==> src/rtl/shift_ctrl_pkg.sv <==
// shift_ctrl_pkg: shared state encoding and counter sizing for the frame controller
package shift_ctrl_pkg;
  typedef enum logic [1:0] {IDLE = 2'd0, SHIFT = 2'd1, HOLD = 2'd2} state_t;
  function automatic int cnt_width(input int depth);
    return $clog2(depth + 1);
  endfunction
endpackage

==> src/rtl/frame_shift_stage.sv <==
// frame_shift_stage: DEPTH-wide LSB-first right-shift register with clear and enable
module frame_shift_stage #(
  parameter int DEPTH = 8
) (
  input  logic             clk,
  input  logic             reset,
  input  logic             clr,
  input  logic             en,
  input  logic             bit_in,
  output logic [DEPTH-1:0] q
);
  always_ff @(posedge clk or posedge reset)
    if (reset) q <= '0;
    else if (clr) q <= '0;
    else if (en) q <= {bit_in, q[DEPTH-1:1]};
endmodule

==> src/rtl/shift_frame_controller.sv <==
// shift_frame_controller: frames DEPTH serial bits after start and holds the word under valid/ready
module shift_frame_controller
  import shift_ctrl_pkg::*;
#(
  parameter int DEPTH = 8
) (
  input  logic             clk,
  input  logic             reset,
  input  logic             start,
  input  logic             abort,
  input  logic             bit_in,
  input  logic             bit_valid,
  output logic [DEPTH-1:0] frame,
  output logic             frame_valid,
  input  logic             frame_ready,
  output logic             busy,
  output logic             overrun,
  input  logic             overrun_clr
);
  localparam int CW = cnt_width(DEPTH);
  state_t state, nxt;
  logic [CW-1:0] cnt;
  logic hs, clr, en, last;
  always_comb begin
    hs   = frame_valid && frame_ready;
    last = cnt == CW'(DEPTH - 1);
    // a start in SHIFT restarts the frame, so its same-cycle bit is dropped
    en   = state == SHIFT && bit_valid && !start && !abort;
    clr  = abort || (start && (state != HOLD || hs));
    nxt  = abort ? IDLE :
           state == IDLE  ? (start ? SHIFT : IDLE) :
           state == SHIFT ? ((en && last) ? HOLD : SHIFT) :
           state == HOLD  ? (hs ? (start ? SHIFT : IDLE) : HOLD) : IDLE;
  end
  always_ff @(posedge clk or posedge reset)
    if (reset) begin
      state       <= IDLE;
      cnt         <= '0;
      busy        <= 1'b0;
      frame_valid <= 1'b0;
      overrun     <= 1'b0;
    end else begin
      state       <= nxt;
      cnt         <= clr ? '0 : en ? cnt + CW'(1) : cnt;
      busy        <= nxt == SHIFT;
      frame_valid <= nxt == HOLD;
      overrun     <= (state == HOLD && bit_valid) || (overrun && !overrun_clr);
    end
  frame_shift_stage #(.DEPTH(DEPTH)) u_stage (
    .clk(clk),
    .reset(reset),
    .clr(clr),
    .en(en),
    .bit_in(bit_in),
    .q(frame)
  );
endmodule

==> config.mk <==
export PLATFORM = sky130hd
export DESIGN_NAME = shift_frame_controller
export DESIGN_NICKNAME = d
export VERILOG_FILES = /design/src/rtl/shift_ctrl_pkg.sv /design/src/rtl/frame_shift_stage.sv /design/src/rtl/shift_frame_controller.sv
export SDC_FILE = /design/constraint.sdc
export NUM_CORES = 1
export LEC_CHECK = 0
export CAP_MARGIN = 20
export CELL_PAD_IN_SITES_DETAIL_PLACEMENT = 0
export CELL_PAD_IN_SITES_GLOBAL_PLACEMENT = 1
export CORE_MARGIN = 10
export CORE_UTILIZATION = 36
export CTS_CLUSTER_SIZE = 16
export DETAILED_ROUTE_END_ITERATION = 8
export GPL_TIMING_DRIVEN = 0
export PLACE_DENSITY = 0.79
export SETUP_SLACK_MARGIN = 0.5
export SLEW_MARGIN = 5
export SYNTH_ARGS = -nofsm -noshare
export SYNTH_HDL_FRONTEND = slang
export SYNTH_SLANG_ARGS = --single-unit
==> constraint.sdc <==
create_clock -name clk -period 2.65 [get_ports clk]
set_clock_uncertainty 0.2 [all_clocks]
set_input_delay 0.3975 -clock clk [delete_from_list [all_inputs] [get_ports clk]]
set_output_delay 0.3975 -clock clk [all_outputs]
set_load 0.01 [all_outputs]
==> impl_metrics.py, run 1 <==
metrics = {
    "pwr": {
        "p_switching_w": 0.000114,
        "power-per-cell-area_nw_per_um2": 432,
        "p_sw_frac": 0.250,
        "combPwrFrac": 0.118,
        "leakage_nw": 0.390,
        "p_int_w": 0.000343,
        "peakVddDrop_uv": 208,
        "clock_power_share": 0.302,
        "power_frac_seq": 0.580,
    },
    "synth": {
        "avgSynthCellArea_um2": 9.85,
        "yosysMostFrequentCell": "dfrtp_1",
        "synth_common_cells": "dfrtp_1 (17), a211oi_1 (12), o21ai_0 (11)",
        "ys_top_cells_by_area": "dfrtp_1 (51%), a211oi_1 (11%), o21ai_0 (6.7%)",
        "ys_types": 22,
        "synth_cells": 84,
        "synth_seq_area_share": 0.514,
        "synth-main-ff-cell": "dfrtp_1",
        "synth_seq_cells": 17,
        "yosys_warnings": 0,
        "synth_edf_count": 0,
        "netlist_area_um2": 827,
        "synth_nets": 93,
        "ys_async_sr_fraction": 1.00,
        "synth_top_area_share": 0.514,
        "yosysTopAreaCell": "dfrtp_1",
    },
    "detailed_routing": {
        "drc": 0,
        "wire_per_inst_um": 15.9,
        "drtIter0Drc": 20,
        "routed_wl_um": 2120,
        "ant_nets": 0,
        "via_count": 715,
        "first_pass_iters": 4,
        "vias_per_cell": 5.38,
    },
    "cts": {
        "tritoncts": "built",
        "path_clk_slew_ns": 0.10,
        "cts_buffer_depth": 2,
        "ctsResizeCount": 0,
        "cts_hold_buf": 0,
        "numCtsBuffers": 3,
        "cts_setup_buffers": 0,
        "htreeDepth": 1,
        "cts.sinks": 17,
        "cts_root_buf": "clkbuf_4",
        "clkLatencyLatePin_ns": 0.29,
    },
    "setup_path": {
        "startpoint": "state[1]",
        "critPathMaxFanout": 7,
        "endpoint_kind": "flop",
        "r2r_cells": 4,
        "worst_setup_path_start_kind": "flop",
        "crit_end": "state[0]",
        "r2r-start": "state[1]",
        "crit_type": "reg2reg",
        "required_ns": 2.62,
        "arrival_ns": 1.95,
        "r2r-end": "state[0]",
        "ff2ff_setup_slack_ns": 0.67,
    },
    "floorplanning": {
        "start_util": 0.377,
        "die-area_um2": 4610,
        "row_count": 17,
        "die_x_um": 67.9,
        "io-pin-count": 19,
        "die_h_um": 67.9,
        "fp.coreArea_um2": 2190,
    },
    "placement": {
        "port_buffers": 17,
        "place_area_um2": 1030,
        "place_inst": 129,
        "dpl.hpwl_um": 1420,
        "place_ws_ns": 0.421,
        "gp_congestion": 0.761,
    },
    "layout": {
        "fin_cells": 133,
        "seqCellArea_um2": 425,
        "drive_above_1_share": 0.0571,
        "synthToLayoutAreaGrowth_pct": 28.0,
        "nFillCells": 218,
        "insertedDiodeCount": 0,
        "multi_input_area_um2": 352,
        "nets": 115,
        "design_area_um2": 1060,
    },
    "timing": {
        "fmax_mhz": 506,
        "tns_ns": 0,
        "finalCritPeriodShare": 0.745,
        "rsz0062_at_grt": "false",
        "slew_headroom": 0.561,
        "setup_ws_ns": 0.675,
        "slew_violations": 0,
        "setup_viol_count_final": 0,
        "period_minus_slack_ns": 1.98,
        "hold_violations": 0,
        "worst_pin_slew_ns": 0.657,
    },
    "grt": {
        "gr-usage-all-layers": 0.100,
        "antenna_found_initial": 0,
        "grt_max_degree": 18,
        "first_global_vias": 742,
        "grt_pass1_wl_um": 3570,
        "overflow": 0,
    },
    "hold_path": {
        "min-delay-start": "abort",
        "min_path_type": "in2reg",
    },
    "flow_run": {
        "cap_violations": 0,
    },
    "status": {
        "run_status": "finished clean",
    },
}
[placed cells by master, fill, tap and decap left out, types with 3 or more instances in the layout]
cell type	synthesis	routed
dfrtp_1	17	17
clkdlybuf4s50_1	0	17
a211oi_1	12	12
o21ai_0	11	11
nand3_1	10	10
clkbuf_1	5	6
nand2_1	5	5
inv_1	3	3
clkbuf_4	0	3
[power groups by stage]
stage	sequential (W)	combinational (W)	clock [W]
after floorplan	0.000271	0.0000297	0
after global placement	0.000270	0.0000542	0
after detailed placement	0.000270	0.0000539	0
after CTS	0.000265	0.0000545	0.000144
after global routing	0.000266	0.0000595	0.000157
final	0.000265	0.0000539	0.000138
[registers in the layout (all words and copies together) (netlist names)]
signal,cells
overrun,1
busy,1
u_stage.q,8
frame_valid,1
cnt,4
state,2
[worst max-delay path, stage by stage (launching register included)]
cell	delay (ns)
dfrtp_1	0.42
or3b_1	0.35
buf_2	0.16
or4_4	0.54
a22o_1	0.20
[logic make-up (layout without fill, tap and decap cells)]
group                      count (synthesis)  in the layout  synth area share
and+or+nand+nor                           25             25             0.174
adders and majority gates                  1              1            0.0151
buffers and inverters                     11             32            0.0605
DFF                                       17             17             0.514
AOI/OAI and AO/OA                         30             30             0.236
[worst min-delay path by stage]
stage / endpoint / slack (ns) / cells past startpoint
final: cnt[3] / 0.09 / 2
after global routing: cnt[3] / 0.09 / 2
after CTS: cnt[3] / 0.09 / 2
after detailed placement: overrun / 0.33 / 2
after global placement: overrun / 0.33 / 2
after floorplan: busy / 0.12 / 1
[layout make-up]
cell class / instances / area share
multi-input cells: 56 / 0.332
clock buffers: 4 / 0.0248
plain buffers: 8 / 0.0366
repair buffers: 17 / 0.161
inverters: 3 / 0.0106
flip-flops and latches: 17 / 0.402
well taps: 28 / 0.0331
[layer usage]
| layer | up-vias | share of wire | track usage |
|---|---|---|---|
| met3 | 6 | 0.10 | 0.0473 |
| li1 | 354 | - | - |
| met5 | - | 0 | 0 |
| met1 | 335 | 0.46 | 0.120 |
| met2 | 20 | 0.42 | 0.151 |
| met4 | 0 | 0.016 | 0.0402 |
[per-stage QoR]
stage / total power [W] / utilization / hold WS, ns
final: 0.000457 / 0.483 / 0.0928
after global routing: 0.000483 / 0.483 / 0.0884
after floorplan: 0.000300 / - / 0.124
after CTS: 0.000463 / 0.483 / 0.0892
after detailed placement: 0.000324 / 0.471 / 0.333
after global placement: 0.000324 / 0.471 / 0.326
(Power assumes the default switching activity.)
==> inputs of run 2 (changes only) <==
==> constraint.sdc (replaced) <==
create_clock -name clk -period 1.89 [get_ports clk]
set_clock_uncertainty 0.2 [all_clocks]
set_input_delay 0.2835 -clock clk [delete_from_list [all_inputs] [get_ports clk]]
set_output_delay 0.2835 -clock clk [all_outputs]
set_load 0.01 [all_outputs]
==> run 2 against run 1 <==
Against the previous run:
- clock-buffer cell count unchanged
- largest cell class is now multi-input gates
- first-iteration DRC count down 15%
- highest routed layer unchanged
- design area up 22%
==> impl_metrics.py, run 2 (synthesis gave the netlist of run 1 again) <==
metrics = {
    "grt": {
        "grt_pass1_wl_um": 4210,
        "first_global_vias": 939,
        "grt_max_degree": 18,
        "gr-usage-all-layers": 0.120,
        "antenna_found_initial": 0,
        "overflow": 0,
    },
    "layout": {
        "regMostFlops": "u_stage.q",
        "layout_common_cells": "dfrtp_1 (17), buf_4 (13), buf_2 (11)",
        "nets": 131,
        "nFillCells": 183,
        "drive_above_1_share": 0.471,
        "synthToLayoutAreaGrowth_pct": 56.7,
        "multi_input_area_um2": 464,
        "final_common_cell": "dfrtp_1",
        "insertedDiodeCount": 0,
        "design_area_um2": 1300,
        "largest_reg_flops": 8,
        "biggestRegsByFlops": "u_stage.q (8), cnt (4), state (2)",
        "seqCellArea_um2": 425,
        "fin_cells": 149,
    },
    "pwr": {
        "p_int_w": 0.000511,
        "total_power_w": 0.000703,
        "p_sw_frac": 0.273,
        "leakage_nw": 0.545,
        "p_switching_w": 0.000192,
        "combPwrFrac": 0.181,
        "peakVddDrop_uv": 393,
        "power-per-cell-area_nw_per_um2": 542,
        "clock_power_share": 0.291,
        "power_frac_seq": 0.528,
    },
    "cts": {
        "clkLatencyLatePin_ns": 0.30,
        "cts_buffer_depth": 2,
        "htreeDepth": 1,
        "path_clk_slew_ns": 0.10,
        "cts.sinks": 17,
        "numCtsBuffers": 3,
        "cts_root_buf": "clkbuf_4",
        "tritoncts": "built",
    },
    "floorplanning": {
        "die_h_um": 67.9,
        "die_x_um": 67.9,
        "row_count": 17,
        "die-area_um2": 4610,
        "io-pin-count": 19,
        "start_util": 0.377,
        "fp.coreArea_um2": 2190,
    },
    "setup_path": {
        "critPathMaxFanout": 6,
        "crit_type": "reg2reg",
        "ff2ff_setup_slack_ns": 0.04,
        "r2r-end": "busy",
        "r2r-start": "state[1]",
        "required_ns": 1.89,
        "max_stage_delay_ns": 0.44,
        "path_cells": "or3b_1 -> buf_6 -> or4_4 -> a22o_1",
        "arrival_ns": 1.85,
        "endpoint_kind": "flop",
        "slowest_stage": "or4_4",
        "worst_setup_path_start_kind": "flop",
        "r2r_cells": 4,
    },
    "flow_run": {
        "cap_violations": 0,
    },
    "timing": {
        "finalCritPeriodShare": 0.979,
        "slew_headroom": 0.561,
        "hold_violations": 0,
        "period_minus_slack_ns": 1.85,
        "fmax_mhz": 540,
        "fin_hold_ws_ns": 0.160,
        "rsz0062_at_grt": "true",
        "slew_violations": 0,
        "worst_pin_slew_ns": 0.658,
        "setup_viol_count_final": 0,
    },
    "placement": {
        "place_inst": 129,
        "place_area_um2": 1040,
        "dpl.hpwl_um": 1490,
        "port_buffers": 17,
        "gp_congestion": 0.746,
    },
    "hold_path": {
        "min_path_type": "in2async",
    },
    "detailed_routing": {
        "topRoutingLayerUsed": "met4",
        "wire_per_inst_um": 17.1,
        "dr_wl_met2_um": 1360,
        "via_count": 820,
        "drc": 0,
        "first_pass_iters": 4,
        "vias_per_cell": 5.50,
        "routedLengthMet1_um": 1020,
        "drtIter0Drc": 17,
        "ant_nets": 0,
        "routed_wl_um": 2550,
        "met3WireLength_um": 99,
    },
    "status": {
        "run_status": "finished clean",
    },
}
## run 2: cell count changes in the layout (fill, tap and decap cells not counted), sizes merged
| cell | previous run | this run |
|---|---|---|
| buf | 3 | 31 |
| clkbuf | 9 | 7 |
| clkdlybuf4s50 | 17 | 6 |
| dlygate4sd3 | 0 | 1 |
## run 2: layout make-up
class | instances | area share
flip-flops and latches | 17 | 0.328
inverters | 3 | 0.00869
well taps | 28 | 0.0270
clock buffers | 4 | 0.0203
repair buffers | 33 | 0.198
multi-input cells | 56 | 0.358
plain buffers | 8 | 0.0598
## run 2: power by group through the flow
stage / clock network (W) / registers, W / logic [W]
3_5_place_dp: 0 / 0.000379 / 0.0000784
3_3_place_gp: 0 / 0.000378 / 0.0000776
4_1_cts: 0.000201 / 0.000371 / 0.000117
2_1_floorplan: 0 / 0.000379 / 0.0000440
5_1_grt: 0.000222 / 0.000372 / 0.000135
6_report: 0.000205 / 0.000371 / 0.000127
## run 2: how the worst max path moves through the flow
| stage | startpoint | endpoint | slack [ns] |
|---|---|---|---|
| floorplan | state[1] | cnt[2] | 0.07 |
| global placement | start | u_stage.q[5] | -0.18 |
| detailed placement | start | u_stage.q[1] | -0.23 |
| CTS | state[1] | cnt[2] | 0.06 |
| global route | state[1] | cnt[2] | -0.009 |
| finish | state[1] | busy | 0.04 |
## run 2: stage by stage
| step | setup slack (ns) | TNS [ns] | utilization |
|---|---|---|---|
| 4_1_cts | 0.0558 | 0 | 0.560 |
| 3_3_place_gp | -0.176 | -2.40 | 0.474 |
| 3_5_place_dp | -0.228 | -2.77 | 0.474 |
| 5_1_grt | -0.00916 | -0.00999 | 0.592 |
| 2_1_floorplan | 0.0745 | 0 | - |
| 6_report | 0.0389 | 0 | 0.592 |
## run 2: repair_timing
action                                 CTS  global route
hold buffers                             1             0
pin swaps                                8             3
setup endpoints to repair               27            17
endpoints found under the hold margin    4             0
gates resized for setup                 73            23
setup buffers                           14             0
cloned                                   1             0
## run 2: worst max-delay path, delay by kind of cell, from the launching register on
kind                   cells  cell delay [ns]
DFF                        1             0.40
AOI/OAI and AO/OA          1             0.20
buffers and inverters      1             0.14
and+or+nand+nor            2             0.80
## run 2: layer usage
layer | global-route usage | vias to the layer above
met5 | 0 | -
met4 | 0.0628 | 0
met3 | 0.0261 | 6
met2 | 0.226 | 19
met1 | 0.120 | 410
li1 | - | 385
